$ cat src/rtl/huffman_pkg.sv
// Shared types and constants for the Huffman sequencer and its code table.
package huffman_pkg;

    typedef enum logic [1:0] {
        ST_IDLE,
        ST_RUN,
        ST_PAD,
        ST_DRAIN
    } state_t;

    localparam int WORD_W       = 32;
    localparam int MAX_CODE_LEN = 8;
    localparam int LEN_W        = 4;
    localparam int DRAIN_CYCLES = 2;
    localparam int BIT_CNT_W    = $clog2(WORD_W);

    function automatic logic [LEN_W-1:0] clamp_len(
        input logic [LEN_W-1:0] len,
        input logic [LEN_W-1:0] max_len
    );
        return (len > max_len) ? max_len : len;
    endfunction

endpackage

$ cat src/rtl/huffman_code_table.sv
// Programmable symbol -> (code, length) table; lengths are clamped on write,
// read is combinational so a lookup sees the contents before a same-cycle write.
module huffman_code_table
    import huffman_pkg::*;
#(
    parameter int SYM_W  = 4,
    parameter int CODE_W = MAX_CODE_LEN
) (
    input  logic              clock,
    input  logic              reset,
    input  logic              wr_en,
    input  logic [SYM_W-1:0]  wr_addr,
    input  logic [CODE_W-1:0] wr_code,
    input  logic [LEN_W-1:0]  wr_len,
    input  logic [SYM_W-1:0]  rd_addr,
    output logic [CODE_W-1:0] rd_code,
    output logic [LEN_W-1:0]  rd_len
);

    localparam int               DEPTH   = 2 ** SYM_W;
    localparam logic [LEN_W-1:0] LEN_MAX = LEN_W'(CODE_W);

    logic [CODE_W-1:0] code_mem [DEPTH];
    logic [LEN_W-1:0]  len_mem  [DEPTH];

    always_ff @(posedge clock or posedge reset) begin
        if (reset) begin
            for (int i = 0; i < DEPTH; i++) begin
                code_mem[i] <= '0;
                len_mem[i]  <= '0;
            end
        end else if (wr_en) begin
            code_mem[wr_addr] <= wr_code;
            len_mem[wr_addr]  <= clamp_len(wr_len, LEN_MAX);
        end
    end

    assign rd_code = code_mem[rd_addr];
    assign rd_len  = len_mem[rd_addr];

endmodule

$ cat src/rtl/huffman_ctrl.sv
// Sequencer in front of the 32-bit Huffman bit packer: symbol lookup, zero
// padding to a word boundary, drain of the final word and packet accounting.
module huffman_ctrl
    import huffman_pkg::*;
#(
    parameter int SYM_W  = 4,
    parameter int CODE_W = MAX_CODE_LEN,
    parameter int CNT_W  = 16
) (
    input  logic              clock,
    input  logic              reset,
    input  logic              sym_valid,
    output logic              sym_ready,
    input  logic [SYM_W-1:0]  sym_data,
    input  logic              sym_last,
    input  logic              cfg_we,
    input  logic [SYM_W-1:0]  cfg_addr,
    input  logic [CODE_W-1:0] cfg_code,
    input  logic [LEN_W-1:0]  cfg_len,
    output logic              cfg_err,
    output logic [CODE_W-1:0] coder_code,
    output logic [LEN_W-1:0]  coder_length,
    input  logic              coder_enable,
    output logic [CNT_W-1:0]  pkt_words,
    output logic              pkt_done,
    output logic              busy
);

    localparam int ROOM_W = BIT_CNT_W + 1;

    state_t                 state_reg;
    logic [BIT_CNT_W-1:0]   bit_cnt_reg;
    logic [1:0]             drain_cnt_reg;
    logic                   sym_ready_reg;
    logic                   cfg_err_reg;
    logic [CODE_W-1:0]      coder_code_reg;
    logic [LEN_W-1:0]       coder_length_reg;
    logic [CNT_W-1:0]       pkt_words_reg;
    logic                   pkt_done_reg;

    logic                   handshake;
    logic                   table_we;
    logic [CODE_W-1:0]      tbl_code;
    logic [LEN_W-1:0]       tbl_len;
    logic [BIT_CNT_W-1:0]   sym_base;
    logic [BIT_CNT_W-1:0]   sym_bit_cnt_next;
    logic [ROOM_W-1:0]      pad_room;
    logic [LEN_W-1:0]       pad_len;
    logic [BIT_CNT_W-1:0]   pad_bit_cnt_next;

    assign handshake = sym_valid & sym_ready_reg;
    assign table_we  = cfg_we & (state_reg == ST_IDLE);

    huffman_code_table #(
        .SYM_W  (SYM_W),
        .CODE_W (CODE_W)
    ) u_table (
        .clock   (clock),
        .reset   (reset),
        .wr_en   (table_we),
        .wr_addr (cfg_addr),
        .wr_code (cfg_code),
        .wr_len  (cfg_len),
        .rd_addr (sym_data),
        .rd_code (tbl_code),
        .rd_len  (tbl_len)
    );

    // A packet always starts word-aligned, so the first symbol counts from zero.
    assign sym_base         = (state_reg == ST_IDLE) ? '0 : bit_cnt_reg;
    assign sym_bit_cnt_next = sym_base + BIT_CNT_W'(tbl_len);

    assign pad_room         = ROOM_W'(WORD_W) - {1'b0, bit_cnt_reg};
    assign pad_len          = (pad_room > ROOM_W'(CODE_W)) ? LEN_W'(CODE_W)
                                                           : pad_room[LEN_W-1:0];
    assign pad_bit_cnt_next = bit_cnt_reg + BIT_CNT_W'(pad_len);

    always_ff @(posedge clock or posedge reset) begin
        if (reset) begin
            state_reg        <= ST_IDLE;
            bit_cnt_reg      <= '0;
            drain_cnt_reg    <= '0;
            sym_ready_reg    <= 1'b0;
            cfg_err_reg      <= 1'b0;
            coder_code_reg   <= '0;
            coder_length_reg <= '0;
            pkt_words_reg    <= '0;
            pkt_done_reg     <= 1'b0;
        end else begin
            cfg_err_reg      <= cfg_we & (state_reg != ST_IDLE);
            pkt_done_reg     <= 1'b0;
            coder_code_reg   <= '0;
            coder_length_reg <= '0;

            if (coder_enable && (state_reg != ST_IDLE) && (pkt_words_reg != '1)) begin
                pkt_words_reg <= pkt_words_reg + CNT_W'(1);
            end

            case (state_reg)
                ST_IDLE, ST_RUN: begin
                    sym_ready_reg <= 1'b1;
                    if (handshake) begin
                        if (state_reg == ST_IDLE) begin
                            pkt_words_reg <= '0;
                        end
                        coder_code_reg   <= tbl_code;
                        coder_length_reg <= tbl_len;
                        bit_cnt_reg      <= sym_bit_cnt_next;
                        if (sym_last) begin
                            sym_ready_reg <= 1'b0;
                            drain_cnt_reg <= '0;
                            state_reg     <= (sym_bit_cnt_next == '0) ? ST_DRAIN : ST_PAD;
                        end else begin
                            state_reg <= ST_RUN;
                        end
                    end
                end

                ST_PAD: begin
                    sym_ready_reg    <= 1'b0;
                    coder_length_reg <= pad_len;
                    bit_cnt_reg      <= pad_bit_cnt_next;
                    if (pad_bit_cnt_next == '0) begin
                        drain_cnt_reg <= '0;
                        state_reg     <= ST_DRAIN;
                    end
                end

                ST_DRAIN: begin
                    // Hold the coder idle long enough for its last word to surface.
                    if (drain_cnt_reg == 2'(DRAIN_CYCLES - 1)) begin
                        drain_cnt_reg <= '0;
                        pkt_done_reg  <= 1'b1;
                        sym_ready_reg <= 1'b1;
                        state_reg     <= ST_IDLE;
                    end else begin
                        sym_ready_reg <= 1'b0;
                        drain_cnt_reg <= drain_cnt_reg + 2'd1;
                    end
                end

                default: begin
                    sym_ready_reg <= 1'b0;
                    state_reg     <= ST_IDLE;
                end
            endcase
        end
    end

    assign sym_ready    = sym_ready_reg;
    assign cfg_err      = cfg_err_reg;
    assign coder_code   = coder_code_reg;
    assign coder_length = coder_length_reg;
    assign pkt_words    = pkt_words_reg;
    assign pkt_done     = pkt_done_reg;
    assign busy         = (state_reg != ST_IDLE);

endmodule

$ cat config.mk
export PLATFORM = sky130hd
export DESIGN_NAME = huffman_ctrl
export DESIGN_NICKNAME = d
export VERILOG_FILES = /design/src/rtl/huffman_pkg.sv /design/src/rtl/huffman_code_table.sv /design/src/rtl/huffman_ctrl.sv
export SDC_FILE = /design/constraint.sdc
export NUM_CORES = 1
export LEC_CHECK = 0
export ABC_AREA = 1
export CAP_MARGIN = 20
export CORE_MARGIN = 8
export CORE_UTILIZATION = 35
export DETAILED_ROUTE_END_ITERATION = 7
export GPL_TIMING_DRIVEN = 0
export PLACE_DENSITY = 0.56
export SLEW_MARGIN = 10
export SYNTH_ARGS = -nofsm -noshare
export SYNTH_HDL_FRONTEND = slang
export SYNTH_SLANG_ARGS = --single-unit
export TNS_END_PERCENT = 10
$ cat constraint.sdc
create_clock -name clock -period 9.9 [get_ports clock]
set_clock_uncertainty 0.15 [all_clocks]
set_input_delay 1.485 -clock clock [delete_from_list [all_inputs] [get_ports clock]]
set_output_delay 1.485 -clock clock [all_outputs]
set_load 0.01 [all_outputs]
# Word-level counts from Yosys, hierarchy flattened
# Cells that the tools add are included.
# word_totals
ff_bits	232
inputBits	26
out_inout_bits	32
wordCells	118
# op_classes
addsub	5
magnitude_cmp	5
n_eq_ne	9
n_mux	41
n_bitwise	5
n_reduce_logical	12
# ops
operator	count
bitwise mux 128 bit	1
bitwise mux 64 bit	1
two-way mux 16 bit	4
two-way mux 8 bit	5
binary-select mux 8 bit (select 4 bit)	1
demux 8 bit (select 4 bit)	1
two-way mux 4 bit	6
adder 16 x 1 -> 16 bit, second input constant	1
binary-select mux 4 bit (select 4 bit)	1
demux 4 bit (select 4 bit)	1
two-way mux 2 bit	8
inequality test 16 bit, second input constant	1
one-hot mux 2 bit (3 select lines)	2
adder 5 x 4 -> 5 bit	2
>= comparator 5 bit, second input constant	2
zero test 5 bit	2
two-way mux 5 bit	2
inverter 4 -> 5 bit	2
one-hot mux 5 bit (2 select lines)	1
inequality test 2 bit, second input constant	4
one-hot mux 4 bit (2 select lines)	1
> comparator 6 x 4 -> 1 bit, second input constant	1
AND reduction 3 bit	2
subtractor 6 x 5 -> 6 bit, first input constant	1
13 further kinds	24

# Logic depth before layout (Yosys ltp)
# Gate-level depths: netlist of run 1.
# logic_depth
depth_word	10
depth_mapped	21
mapped_depth_nobuf	21

# By module
# A second synthesis of run 1 with hierarchy kept.
# unflattened
hier_cells	1525
hier_area_um2	11697.5
# by_module_without_submodules
mod	instances	cells_each	area_per_inst_um2	seq_area_each_um2
huffman_code_table	1	1232	9359.0	4804.6
huffman_ctrl	1	293	2338.5	1001.0

# Worst setup path after synthesis of run 1
# No wires, ideal clock.
# synth_timing
path_kind	input to register
from	input sym_data[0]
to	register state_reg[0]
setup_time_ns	0.066
arrival_time_ns	3.708
required_ns	9.684
path_slack_ns	5.977
stages	17
n_path_buf	2
cell_sequence	buf_2 > clkinv_1 > buf_2 > a21oi_1 > o21ai_0 > o21ai_0 > o221ai_1 > nand2_1 > ha_1 > inv_1 > fa_1 > o21ai_0 > xor2_1 > nand4_1 > a31oi_1 > nand4_1 > nand2_1
# synth_between
elab_chain_cells	10
# synth_rtl
item	line_no	text
start, declared	huffman_ctrl.sv:14	input logic [SYM_W-1:0] sym_data,
inverter 4 -> 5 bit (not written as such)	huffman_code_table.sv:39	assign rd_len = len_mem[rd_addr];
binary-select mux 4 bit (select 4 bit)	huffman_code_table.sv:39	
two-way mux 4 bit (not written as such) (2 in series)	huffman_code_table.sv:39	
adder 5 x 4 -> 5 bit	huffman_ctrl.sv:71	assign sym_bit_cnt_next = sym_base + BIT_CNT_W'(tbl_len);
zero test 5 bit	huffman_ctrl.sv:112	state_reg <= (sym_bit_cnt_next == '0) ? ST_DRAIN : ST_PAD;
two-way mux 1 bit	huffman_ctrl.sv:112	
two-way mux 2 bit	huffman_ctrl.sv:109	if (sym_last) begin
two-way mux 2 bit	huffman_ctrl.sv:102	if (handshake) begin
one-hot mux 2 bit (3 select lines)	huffman_ctrl.sv:99	case (state_reg)
end signal, assigned	huffman_ctrl.sv:112	
end, declared	huffman_ctrl.sv:31	state_t state_reg;
# Every way passes these cells. The select of a mux whose other input is x is not followed.
# A chain may end at the register's enable or synchronous reset.

# Worst setup path in the final report of run 1
# layout_timing
from	input sym_data[2]
to	register state_reg[0]
# Same word-level chain as after synthesis.

==> flow_summary.toml, run 1 <==
[run_status]
outcome = "completed"

[timing]
worst_pin_slew_ps = 825
fmax_mhz = 203
relSlewSlack = 0.450
setup_viol = 0
fin_crit_sh = 0.499
tns_ps = 0
finalHoldViolCount = 0
rsz0062_at_grt = "no"
finalWorstSetupSlack_ps = 4960
maxSlewViolCount = 0
post-route-min-period_ps = 4940

[global_routing]
grt_max_degree = 98
antenna_found_initial = 0
grt_pass1_vias = 9370
grt_pass1_wl_mm = 53.3
overflow = 0
grt_use_total = 0.185

[final_layout]
fin_area_um2 = 12900
diodes = 0
areaGrowthSynthToFinish_pct = 18.0
largest_reg_flops = 128
drive_gt1_frac = 0.0835
final_common_cell = "o21ai_0"
layout_common_cells = "o21ai_0, nand2_1, dfrtp_1"
nNetsFinal = 1409

[placement]
dp_slack_ps = 4460
place_congestion = 0.890
dp_hpwl_mm = 24.7
io_buffers = 55
dpl-instance-area_um2 = 12100

[setup_path]
cp.required_ps = 10210
worst_setup_path_end_kind = "register"
start_kind = "input pin"
critPathKind = "in2reg"
path_max_fanout = 10
cp_data_arrival_time_ps = 5250

[logic_synthesis]
synth.avg_cell_area_um2 = 8.52
synth_cell_types = 36
synth_area_leaders = "dfrtp_1, o21ai_0, nand2_1"
netlist_area_um2 = 11000
yosys_warnings = 0
ys_ff_latch = 232
synth_nets = 1323
synth_seq_area_share = 0.529
synth_edf_count = 0
synth_top_area_frac = 0.529
ys_async_sr_fraction = 1.00
synth_ff_type = "dfrtp_1"
synth_top_cell_by_area = "dfrtp_1"
syn_inst = 1287

[pwr]
intPower_mw = 2.26
peakVddDrop_uv = 124
power_density_nw_per_um2 = 265
p_clk_frac = 0.279
combPwrFrac = 0.284
p_sw_frac = 0.341
p_leak_nw = 5.78
seq_power_share = 0.437
switching_power_mw = 1.17

[floorplan]
chipHeight_um = 193
core_um2 = 31200
start_util = 0.351
die_x_um = 193
placementRows = 65
design.portCount = 58
die_area_um2 = 37300

[min_path]
hold_path_class = "reg2reg"

[cts]
cts_buffers = 27
cts_tree = "done"
clockBufferDepth = 3
cts-root-buf = "clkbuf_16"
cts_sinks = 232
htree_levels = 1
clk-insertion-delay-late_ps = 540
clk_pin_slew_ps = 60
ctsResizeCount = 0
hold_buffers = 0
cts_setup_buffers = 0

[routing]
drt_iter0_drc = 693
wl_per_cell_um = 19.0
wirelength_mm = 34.0
drc = 0
num_vias = 9517
firstDrtPassIters = 5
postRouteAntennaNets = 0
vias_per_cell = 5.31

[flow_run]
maxCapViolCount = 0
-- worst max-delay path, stage by stage --
cell and delay [ps]:
clkdlybuf4s50_1 510, clkbuf_1 500, clkbuf_1 580, o221ai_1 340, nand2_1 210, ha_1 190, inv_1 60, fa_1 410
o21ai_0 240, xor2_1 240, nand4_1 150, a31oi_1 160, nand4_1 110, nand2_1 70
-- cell families after synthesis --
logic type | synth area share
AO/OA/AOI/OAI | 0.202
XOR/XNOR | 0.0136
adder cells (fa/ha/maj) | 0.0121
buffers and inverters | 0.0627
flip-flops | 0.529
AND/OR/NAND/NOR | 0.180
-- metrics by stage --
stage	utilization	power (mW)	hold WS, ps	cells
detailed placement	0.387	2.48	313	1746
finish	0.414	3.43	328	1792
CTS	0.414	3.45	327	1792
global route	0.414	3.67	335	1792
floorplan	-	2.17	298	1287
global placement	0.385	2.45	308	1744
-- cells in the mapped netlist, types with 2 or more instances --
master	number
xor2_1	12
nand3_2	8
o21ai_0	253
o21ai_1	41
inv_1	71
o221ai_1	21
ha_1	9
nand2_1	247
a21oi_1	33
inv_4	3
buf_6	3
nor3_1	3
nand3_1	31
nor2_1	138
inv_2	8
nand2_2	2
nand4_1	14
clkbuf_1	59
dfrtp_1	232
nor2_8	2
o21ai_2	11
nor2_4	5
o22ai_1	13
nor2_2	5
o211ai_1	25
xnor2_1	5
nor3_4	2
buf_2	22
clkinv_1	2
-- worst paths after layout --
check                                startpoint                    end  slack (ps)  depth (start not counted)
max in group asynchronous                 reset  u_table.code_mem[102]        7140                          4
min                        u_table.code_mem[40]   u_table.code_mem[40]         330                          2
min in group asynchronous                 reset    u_table.len_mem[22]        1170                          2
max reg2reg                 u_table.len_mem[20]           state_reg[0]        6940                         15
min reg2reg                u_table.code_mem[40]   u_table.code_mem[40]         330                          2
max                                 sym_data[2]           state_reg[0]        4960                         14
-- per-layer routing --
metal / global-route usage / wire length, um / vias to the layer above
met5: 0 / 0 / -
met4: 0.0719 / 1240 / 0
met3: 0.0275 / 1850 / 77
met2: 0.304 / 15900 / 300
met1: 0.244 / 15000 / 4640
li1: - / - / 4500
-- final cells by class --
type / instances / area [um2]
sequential: 232 / 5810
timing repair buffer: 57 / 606
inverter: 84 / 330
fill: 3229 / 18300
clock inverter: 3 / 18.8
tap: 402 / 503
clock buffer: 43 / 836
multi-input combinational: 887 / 4480
buffer: 84 / 365
-- power groups by stage --
stage          logic [mW]  registers [mW]  clock network [mW]
2_1_floorplan       0.701            1.47                   0
3_3_place_gp        0.950            1.50                   0
3_5_place_dp        0.978            1.51                   0
4_1_cts             0.980            1.49               0.978
5_1_grt              1.12            1.54                1.01
6_report            0.973            1.50               0.955
Power figures use the tool's default switching activity.
==> run 2: changes to the inputs <==
==> constraint.sdc (replaced) <==
create_clock -name clock -period 5.06 [get_ports clock]
set_clock_uncertainty 0.15 [all_clocks]
set_input_delay 0.759 -clock clock [delete_from_list [all_inputs] [get_ports clock]]
set_output_delay 0.759 -clock clock [all_outputs]
set_load 0.01 [all_outputs]
==> flow_summary.toml, run 2 (same netlist as run 1, synthesis figures left out) <==
[floorplan]
die_area_um2 = 37300
placementRows = 65
start_util = 0.351
chipHeight_um = 193
die_x_um = 193
design.portCount = 58
core_um2 = 31200

[timing]
maxSlewViolCount = 0
post-route-min-period_ps = 4180
fmax_mhz = 239
finalWorstSetupSlack_ps = 882
relSlewSlack = 0.468
worst_pin_slew_ps = 798
whs_ps = 325
finalHoldViolCount = 0
rsz0062_at_grt = "no"
setup_viol = 0
fin_crit_sh = 0.826
tns_ps = 0

[setup_path]
crit_chain = "clkdlybuf4s50_1, clkbuf_1, clkbuf_1, o221ai_1, nand2_1, ha_1, inv_1, fa_1, o21ai_0, xor2_1, nand4_1, a31oi_1, nand4_1, nand2_1"
start_kind = "input pin"
cp.required_ps = 5370
critPathKind = "in2reg"
critPathSlowestCell = "clkbuf_1"
slowest_delay_ps = 580
path_max_fanout = 10
cp_data_arrival_time_ps = 4490
worst_setup_path_end_kind = "register"

[global_routing]
grt_max_degree = 38
grt_pass1_vias = 9465
antenna_found_initial = 0
grt_pass1_wl_mm = 54.2
overflow = 0
grt_use_total = 0.187

[cts]
cts-root-buf = "clkbuf_16"
cts_setup_buffers = 0
cts_buffers = 27
hold_buffers = 0
clockBufferDepth = 3
clk-insertion-delay-late_ps = 550
cts_tree = "done"
clk_pin_slew_ps = 60
cts_sinks = 232
ctsResizeCount = 0
htree_levels = 1

[final_layout]
areaGrowthSynthToFinish_pct = 18.3
final_util = 0.415
layout.cells.non_filler = 1797
fin_area_um2 = 13000
nNetsFinal = 1414
layout_common_cells = "o21ai_0, nand2_1, dfrtp_1"
largest_reg_flops = 128
diodes = 0
drive_gt1_frac = 0.0846
final_common_cell = "o21ai_0"
n_fill_cell = 3243

[placement]
dp_slack_ps = 345
io_buffers = 55
place_congestion = 0.874
dp.cells = 1751
dp_hpwl_mm = 25.0
dpl-instance-area_um2 = 12200

[routing]
vias_per_cell = 5.33
drc = 0
num_vias = 9583
postRouteAntennaNets = 0
wirelength_mm = 34.2
wl_per_cell_um = 19.0
firstDrtPassIters = 5
drt_iter0_drc = 782

[pwr]
total_power_mw = 6.64
p_leak_nw = 5.79
peakVddDrop_uv = 274
power_density_nw_per_um2 = 512

[run_status]
outcome = "completed"

[flow_run]
maxCapViolCount = 0

[min_path]
hold_path_class = "reg2reg"
[run 2: changes by cell type in the layout (fill, tap and decap cells not counted), sizes merged]
| cell | change |
|---|---|
| clkbuf | -3 |
| inv | -1 |
| buf | +5 |
| clkinvlp | +1 |
| clkinv | +3 |
[run 2: power by group]
group	leakage [nW]	switching (mW)	internal, mW
combinational	2.35	1.14	0.766
sequential	3.04	0.382	2.54
clock	0.396	0.769	1.03
[run 2: area by class of cell]
cell class | instances | area [um2] | share of cell area
inverters | 84 | 327 | 0.0252
clock buffers | 40 | 764 | 0.0589
multi-input cells | 887 | 4480 | 0.345
plain buffers | 84 | 365 | 0.0282
well taps | 402 | 503 | 0.0388
flip-flops and latches | 232 | 5810 | 0.448
clock inverters | 6 | 33.8 | 0.00260
repair buffers | 62 | 698 | 0.0538
[run 2: final timing paths]
| path | startpoint | endpoint | slack (ps) | cells past startpoint |
|---|---|---|---|---|
| max | sym_data[2] | state_reg[0] | 880 | 14 |
| min reg2reg | u_table.code_mem[45] | u_table.code_mem[45] | 330 | 2 |
| max reg2reg | bit_cnt_reg[1] | state_reg[0] | 2160 | 19 |
| min | u_table.code_mem[45] | u_table.code_mem[45] | 330 | 2 |
| max in group asynchronous | reset | u_table.code_mem[56] | 3350 | 4 |
| min in group asynchronous | reset | u_table.len_mem[17] | 540 | 2 |
[run 2: per-layer routing]
layer | part of all wire | wire length, um | GRT usage | vias to the layer above
met5 | 0 | 0 | 0 | -
met4 | 0.025 | 843 | 0.0615 | 0
met3 | 0.060 | 2060 | 0.0232 | 68
met2 | 0.47 | 15900 | 0.303 | 317
met1 | 0.45 | 15400 | 0.257 | 4677
li1 | - | - | - | 4521
[run 2: worst max-delay path, delay by kind of cell]
family	cells	cell delay, ps
adders and majority gates	2	610
AOI/OAI and AO/OA	3	710
xor gates and xnor gates	1	220
buffers and inverters	4	1670
and+or+nand+nor	4	510
==> run 3: changes to the inputs <==
--- a/config.mk
+++ b/config.mk
@@ -11,7 +11,7 @@
 export CORE_UTILIZATION = 35
 export DETAILED_ROUTE_END_ITERATION = 7
 export GPL_TIMING_DRIVEN = 0
-export PLACE_DENSITY = 0.56
+export PLACE_DENSITY = 0.58
 export SLEW_MARGIN = 10
 export SYNTH_ARGS = -nofsm -noshare
 export SYNTH_HDL_FRONTEND = slang
==> constraint.sdc (replaced) <==
create_clock -name clock -period 3.35 [get_ports clock]
set_clock_uncertainty 0.15 [all_clocks]
set_input_delay 0.5025 -clock clock [delete_from_list [all_inputs] [get_ports clock]]
set_output_delay 0.5025 -clock clock [all_outputs]
set_load 0.01 [all_outputs]
==> flow_summary.toml, run 3 (same netlist as run 1, synthesis figures left out) <==
[placement]
dp_hpwl_mm = 24.8
dp_slack_ps = -915
io_buffers = 55
dp.cells = 1751
place_congestion = 0.897
dpl-instance-area_um2 = 12200

[final_layout]
ff_latch_area_um2 = 5810
largest_reg_flops = 128
layout.cells.non_filler = 1801
final_common_cell = "o21ai_0"
final_util = 0.423
layout_common_cells = "o21ai_0, nand2_1, dfrtp_1"
nNetsFinal = 1414
diodes = 0
fin_area_um2 = 13200
multi_input_area_um2 = 4480
drive_gt1_frac = 0.102
areaGrowthSynthToFinish_pct = 20.4
n_fill_cell = 3159

[floorplan]
design.portCount = 58
core_um2 = 31200
chipHeight_um = 193
die_area_um2 = 37300
start_util = 0.351
placementRows = 65
die_x_um = 193

[setup_path]
cp_data_arrival_time_ps = 3460
start_kind = "input pin"
crit_chain = "clkdlybuf4s50_1, clkbuf_2, o221ai_1, nand2_1, ha_1, inv_1, fa_1, o21ai_1, xor2_1, nand4_1, a31oi_1, nand4_1, nand2_1"
slowest_delay_ps = 580
path_max_fanout = 10
worst_setup_path_end_kind = "register"
critPathSlowestCell = "clkdlybuf4s50_1"
critPathKind = "in2reg"
cp.required_ps = 3690
r2r_slack_ps = 440

[global_routing]
grt_use_total = 0.187
grt_max_degree = 37
grt_pass1_vias = 9717
grt_pass1_wl_mm = 54.5
antenna_found_initial = 1
overflow = 0

[routing]
firstDrtPassIters = 7
wirelength_mm = 34.1
drc = 0
num_vias = 9620
drt_iter0_drc = 743
wl_per_cell_um = 18.9
postRouteAntennaNets = 0
vias_per_cell = 5.34

[timing]
whs_ps = 224
tns_ps = 0
finalHoldViolCount = 0
worst_pin_slew_ps = 822
setup_viol = 0
post-route-min-period_ps = 3120
relSlewSlack = 0.452
finalWorstSetupSlack_ps = 229
fmax_mhz = 320
maxSlewViolCount = 0
rsz0062_at_grt = "no"
fin_crit_sh = 0.932

[flow_run]
maxCapViolCount = 0

[cts]
hold_buffers = 0
clk-insertion-delay-late_ps = 560
cts_sinks = 232
htree_levels = 1
clk_pin_slew_ps = 60
cts_buffers = 27
cts-root-buf = "clkbuf_16"
cts_tree = "done"
clockBufferDepth = 3

[min_path]
hold_path_class = "in2async"

[pwr]
power_density_nw_per_um2 = 801
total_power_mw = 10.6
peakVddDrop_uv = 397
p_leak_nw = 5.92

[run_status]
outcome = "completed"
-- run 3: timing repair --
action / 4_1_cts / 5_1_grt
pin swaps: 0 / 3
setup endpoints to repair: 3 / 1
buffers inserted: 0 / 0
resized for setup: 7 / 21
-- run 3: layout make-up --
cell class              count  area share
multi-input cells         887       0.339
clock inverters            16      0.0172
well taps                 402      0.0381
repair buffers             62      0.0531
flip-flops and latches    232       0.440
plain buffers              84      0.0297
inverters                  84      0.0250
clock buffers              34      0.0584
-- run 3: where the power goes --
part | switching, mW | total [mW] | internal, mW
combinational | 1.75 | 2.91 | 1.16
clock | 1.24 | 3.26 | 2.02
sequential | 0.574 | 4.41 | 3.84
-- run 3: layer usage --
metal,up-vias,track usage,part of all wire
li1,4511,-,-
met1,4681,0.251,0.44
met2,344,0.299,0.46
met3,82,0.0279,0.062
met4,2,0.0811,0.038
met5,-,0,0.00038
-- run 3: path summary, 6_finish.rpt --
kind | start | end | cells past startpoint
worst max-delay path | sym_data[3] | state_reg[0] | 13
worst min-delay path | reset | coder_length[3] | 2
worst max register to register | bit_cnt_reg[1] | drain_cnt_reg[1] | 19
worst min register to register | u_table.code_mem[42] | u_table.code_mem[42] | 2
max in group asynchronous | reset | u_table.code_mem[40] | 5
min in group clock | cfg_addr[1] | u_table.len_mem[19] | 4
-- run 3: critical path: cells and delay by family --
kind                     cells  cell delay [ps]
buffers and inverters        3              980
AO/OA/AOI/OAI                3              640
adder cells (fa/ha/maj)      2              610
AND/OR/NAND/NOR              4              530
XOR/XNOR                     1              190
